File: config.mk
export PLATFORM = sky130hd
export DESIGN_NAME = button_conditioner
export DESIGN_NICKNAME = d
export VERILOG_FILES = /design/src/rtl/button_conditioner.sv
export SDC_FILE = /design/constraint.sdc
export NUM_CORES = 1
export LEC_CHECK = 0
export BUFFER_PORTS_ARGS = -buffer_cell sky130_fd_sc_hd__buf_4
export CORE_MARGIN = 1
export CORE_UTILIZATION = 40
export CTS_CLUSTER_DIAMETER = 200
export DETAILED_ROUTE_END_ITERATION = 7
export SYNTH_ARGS = -nofsm -noshare
export SYNTH_HDL_FRONTEND = slang
export SYNTH_SLANG_ARGS = --single-unit
File: constraint.sdc
create_clock -name hwclk -period 1.9 [get_ports hwclk]
set_input_delay 0.19 -clock hwclk [delete_from_list [all_inputs] [get_ports hwclk]]
set_output_delay 0.19 -clock hwclk [all_outputs]
set_load 0.05 [all_outputs]
File: src/rtl/button_conditioner.sv
// N-channel push-button front end: synchroniser, debounce FSM, press/release strobes and a
// lowest-index-wins key event. Define BUTTON_AUTO_REPEAT_EN to build the hold-to-repeat strobes.
module button_conditioner #(
  parameter int NUM_BTN         = 5,
  parameter int SYNC_STAGES     = 2,
  parameter int DEBOUNCE_CYCLES = 10000,
  parameter int REPEAT_DELAY    = 500000,
  parameter int REPEAT_RATE     = 100000,
  parameter int CODE_W          = $clog2(NUM_BTN + 1)
) (
  input  logic               hwclk,
  input  logic               reset,
  input  logic [NUM_BTN-1:0] btn_raw,
  output logic [NUM_BTN-1:0] btn_level,
  output logic [NUM_BTN-1:0] btn_press,
  output logic [NUM_BTN-1:0] btn_release,
  output logic [NUM_BTN-1:0] btn_repeat,
  output logic               key_valid,
  output logic [CODE_W-1:0]  key_code
);

  localparam int CNT_W = $clog2(DEBOUNCE_CYCLES + 1);
  localparam logic [CNT_W-1:0] DEB_LAST = CNT_W'(DEBOUNCE_CYCLES);

  typedef enum logic [1:0] {
    ST_RELEASED,
    ST_PRESS_PEND,
    ST_HELD,
    ST_RELEASE_PEND
  } state_t;

  logic [NUM_BTN-1:0] sync_q [SYNC_STAGES];
  logic [NUM_BTN-1:0] s;
  logic [NUM_BTN-1:0] ev;

  always_ff @(posedge hwclk) begin
    if (reset) begin
      for (int k = 0; k < SYNC_STAGES; k++) sync_q[k] <= '0;
    end else begin
      sync_q[0] <= btn_raw;
      for (int k = 1; k < SYNC_STAGES; k++) sync_q[k] <= sync_q[k-1];
    end
  end

  assign s = sync_q[SYNC_STAGES-1];

  for (genvar g = 0; g < NUM_BTN; g++) begin : g_ch
    state_t           state_q, state_d;
    logic [CNT_W-1:0] cnt_q, cnt_d;
    logic             level_q, level_d;
    logic             press_q, press_d;
    logic             release_q, release_d;

    always_ff @(posedge hwclk) begin
      if (reset) begin
        state_q   <= ST_RELEASED;
        cnt_q     <= '0;
        level_q   <= 1'b0;
        press_q   <= 1'b0;
        release_q <= 1'b0;
      end else begin
        state_q   <= state_d;
        cnt_q     <= cnt_d;
        level_q   <= level_d;
        press_q   <= press_d;
        release_q <= release_d;
      end
    end

    // cnt only advances while below DEB_LAST, so it saturates by construction
    always_comb begin
      state_d   = state_q;
      cnt_d     = '0;
      level_d   = level_q;
      press_d   = 1'b0;
      release_d = 1'b0;
      unique case (state_q)
        ST_RELEASED: begin
          if (s[g]) begin
            state_d = ST_PRESS_PEND;
            cnt_d   = CNT_W'(1);
          end
        end
        ST_PRESS_PEND: begin
          if (!s[g]) begin
            state_d = ST_RELEASED;
          end else if (cnt_q == DEB_LAST) begin
            state_d = ST_HELD;
            press_d = 1'b1;
            level_d = 1'b1;
          end else begin
            cnt_d = cnt_q + CNT_W'(1);
          end
        end
        ST_HELD: begin
          if (!s[g]) begin
            state_d = ST_RELEASE_PEND;
            cnt_d   = CNT_W'(1);
          end
        end
        ST_RELEASE_PEND: begin
          if (s[g]) begin
            state_d = ST_HELD;
          end else if (cnt_q == DEB_LAST) begin
            state_d   = ST_RELEASED;
            release_d = 1'b1;
            level_d   = 1'b0;
          end else begin
            cnt_d = cnt_q + CNT_W'(1);
          end
        end
        default: state_d = ST_RELEASED;
      endcase
    end

    assign btn_level[g]   = level_q;
    assign btn_press[g]   = press_q;
    assign btn_release[g] = release_q;

`ifdef BUTTON_AUTO_REPEAT_EN
    localparam int RPT_MAX = (REPEAT_DELAY > REPEAT_RATE) ? REPEAT_DELAY : REPEAT_RATE;
    localparam int RPT_W   = $clog2(RPT_MAX + 1);

    logic [RPT_W-1:0] rcnt_q, rcnt_d;
    logic [RPT_W-1:0] rcnt_inc, rcnt_target;
    logic             rfirst_q, rfirst_d;
    logic             rpt_q, rpt_d;

    always_ff @(posedge hwclk) begin
      if (reset) begin
        rcnt_q   <= '0;
        rfirst_q <= 1'b1;
        rpt_q    <= 1'b0;
      end else begin
        rcnt_q   <= rcnt_d;
        rfirst_q <= rfirst_d;
        rpt_q    <= rpt_d;
      end
    end

    // Counts only on edges that stay in HELD; a release glitch freezes it, accepted release clears it
    always_comb begin
      rcnt_d      = rcnt_q;
      rfirst_d    = rfirst_q;
      rpt_d       = 1'b0;
      rcnt_inc    = rcnt_q + RPT_W'(1);
      rcnt_target = rfirst_q ? RPT_W'(REPEAT_DELAY) : RPT_W'(REPEAT_RATE);
      if (state_q == ST_HELD && state_d == ST_HELD) begin
        if (rcnt_inc == rcnt_target) begin
          rpt_d    = 1'b1;
          rcnt_d   = '0;
          rfirst_d = 1'b0;
        end else begin
          rcnt_d = rcnt_inc;
        end
      end else if (state_q == ST_RELEASE_PEND && state_d == ST_RELEASED) begin
        rcnt_d   = '0;
        rfirst_d = 1'b1;
      end
    end

    assign btn_repeat[g] = rpt_q;
`else
    assign btn_repeat[g] = 1'b0;
`endif
  end

  assign ev = btn_press | btn_repeat;

  always_comb begin
    key_code  = '0;
    key_valid = |ev;
    for (int i = NUM_BTN - 1; i >= 0; i--) begin
      if (ev[i]) key_code = CODE_W'(i + 1);
    end
  end

endmodule

==> flow_summary.toml <==
[outcome]
status = "finished, final reports clean"

[yosys]
syn-mean-instance-area_um2 = 8.881
synth_area_leaders = "dfxtp_1 (46%), xnor2_1 (8.0%), nor2_1 (6.7%), xor2_1 (3.6%), buf_4 (3.6%)"
synthArstFlopShare = 0
ys_types = 45
seq_area_frac_synth = 0.4560
syn_area_um2 = 4609
ys_ff_latch = 105
synth_commonest_cells = "dfxtp_1 (105), nor2_1 (82), xnor2_1 (42)"
syn_inst = 519
ys_warn_count = 0
synth.most_common_cell = "dfxtp_1"
synth_top_area_cell = "dfxtp_1"
synth_edf_count = 0
synth_top_area_share = 0.4560
synth_flop_cell = "dfxtp_1"

[finish]
nets = 572
diodes = 0
n_fill_cell = 1064
drive_gt1_frac = 0.1505
area_growth_pct = 16.48
multi_input_area_um2 = 2270
regArea_um2 = 2103
utilization = 0.4867

[placement]
hpwl_um = 6040
io_buffers = 25
gp_congestion = 0.7974

[critical_path]
cp.depth = 4
crit_fanout = 5
r2r-start = "g_ch[0].cnt_q[11]"
cp_slowest_stage_delay_ns = 0.58
cp_slowest_cell = "or4_4"
reg2reg_slack_ns = 0.01
arrival_ns = 2.15
critPathTopFamily = "simple AND/OR/NAND/NOR gates"
critical_path_class = "register to register"
crit_required_ns = 2.16
crit_chain = "or4b_4 -> or4_4 -> or2_0 -> a31oi_1"
endpoint = "g_ch[0].level_q"
reg2reg_to = "g_ch[0].level_q"
startpoint = "g_ch[0].cnt_q[11]"
worstSetupStartpointType = "register"
end_kind = "register"
critPathBufInv = 0
reg2reg_depth = 4

[die]
num_rows = 38
pin_count = 31
die_x_um = 109.3
core-area_um2 = 11030
die_h_um = 109.3
die_area_um2 = 11960
start_util = 0.4179

[global_route]
gr-total-overflow = 0
grt_max_degree = 23
antenna_found_initial = 0
grt_pass1_wl_um = 14190
grt.total_usage = 0.1511
grt_pass1_vias = 3196

[detailed_routing]
wl_um = 8310
drc_errors = 0
final_antenna_net_count = 0
vias_per_cell = 4.900
avgRoutedWirePerCell_um = 11.91
vias = 3420
firstDrtPassIters = 4
drt_iter0_markers = 90

[timing]
timing.fmax_mhz = 530.0
relSlewSlack = 0.6505
clock_skew_ns = 0.006145
final_max_slew_viol_count = 0
hold_viol_final = 0
rsz0062_at_grt = "true"
min_period_over_period = 0.9930
min_period_ns = 1.887
setup_viol_count_final = 0
tightest_slew_ns = 0.5228

[pwr]
finalPower_mw = 4.348
p_per_area_nw_per_um2 = 809.8
vdd_drop_max_mv = 0.4208
leakage_nw = 1.796

[cts]
cts_buffers = 9
clk-insertion-delay-late_ns = 0.34
path_clk_slew_ns = 0.06
post_cts_buffers = 0
cts.path.max_buffers = 2
cts.sinks = 105
cts_tree = "done"
ctsHtreeMaxLevel = 3
cts_hold_buf = 0
clockRootBuffer = "clkbuf_16"

[run]
max-cap-violations = 0

[hold_path]
min_path_type = "input port to register"
==> cell usage in the layout (no fill, tap or decap), types with 3 or more instances in the layout <==
| master | count |
|---|---|
| dfxtp_1 | 104 |
| nor2_1 | 82 |
| buf_4 | 52 |
| xnor2_1 | 42 |
| inv_1 | 30 |
| nand3_1 | 29 |
| nor3_1 | 25 |
| nand4_1 | 21 |
| xor2_1 | 19 |
| nand2_1 | 17 |
| nor2b_1 | 13 |
| nand2b_1 | 10 |
| nor4_1 | 10 |
| ha_1 | 10 |
| clkbuf_16 | 9 |
| o21ai_0 | 7 |
| a21oi_1 | 5 |
| nand3b_1 | 5 |
| a31oi_1 | 5 |
| mux2i_1 | 5 |
| and2_1 | 5 |
| conb_1 | 5 |
| or4b_4 | 4 |
| and4_1 | 4 |
| and3_1 | 4 |
| nor4bb_1 | 3 |
| or2_2 | 3 |
==> power breakdown <==
| part | internal, mW | switching, mW |
|---|---|---|
| Combinational | 0.0471 | 0.0980 |
| Sequential | 2.23 | 0.0175 |
| Clock | 1.21 | 0.750 |
==> worst min-delay path by stage <==
stage | start | to | slack [ns] | cells past startpoint
floorplan | btn_raw[0] | sync_q[0][0] | 0.32 | 1
global placement | btn_raw[4] | sync_q[0][4] | 0.41 | 2
detailed placement | btn_raw[2] | sync_q[0][2] | 0.41 | 2
CTS | btn_raw[2] | sync_q[0][2] | 0.05 | 2
global route | btn_raw[2] | sync_q[0][2] | 0.06 | 2
finish | btn_raw[2] | sync_q[0][2] | 0.06 | 2
==> routing by layer <==
metal / global-route usage / vias to the layer above / share of wire
met5: 0 / - / 0
met4: 0.07238 / 0 / 0.017
met1: 0.1948 / 1569 / 0.50
met3: 0.02667 / 9 / 0.030
met2: 0.2448 / 45 / 0.46
li1: - / 1797 / -
==> through the flow <==
step,setup WS (ns),area [um^2],cells,hold slack [ns],setup TNS [ns]
2_1_floorplan,-0.005029,4662,523,0.3182,-0.005029
3_3_place_gp,0.01225,5017,684,0.4078,0
3_5_place_dp,-0.03348,5017,684,0.4058,-0.07191
4_1_cts,0.005404,5339,698,0.05277,0
5_1_grt,-0.05991,5369,698,0.05783,-0.05991
6_report,0.01338,5369,698,0.06352,0
==> layout make-up <==
cell class / count / area share
Inverter: 30 / 0.02097
Tap cell: 140 / 0.03263
Clock buffer: 11 / 0.04708
Clock inverter: 3 / 0.01212
Timing Repair Buffer: 52 / 0.07271
Multi-Input combinational cell: 357 / 0.4227
Sequential cell: 105 / 0.3918
==> state kept, by name (all words and copies together) (netlist names), named ones only <==
signal	count
g_ch.cnt_q	70
g_ch.press_q	5
g_ch.release_q	5
sync_q	10
g_ch.level_q	5
g_ch.state_q	5
==> kinds of logic (layout without fill, tap and decap cells) <==
group,after synthesis,after routing,synth area share
XOR/XNOR,61,61,0.1159
multiplexers,5,5,0.01086
AND/OR/NAND/NOR,255,255,0.2951
buffers and inverters,61,96,0.06786
flip-flops,105,105,0.4560
adder cells (fa/ha/maj),10,10,0.02714
AO/OA/AOI/OAI,21,21,0.02633
other,1,5,0.0008136
==> timing repair <==
action / 4_1_cts / 5_1_grt
resized for setup: 1 / 7
setup endpoints to repair: 3 / 33
pin swaps: 1 / 4
gates cloned: 0 / 0
No activity file was read; power rests on OpenSTA's default activity.
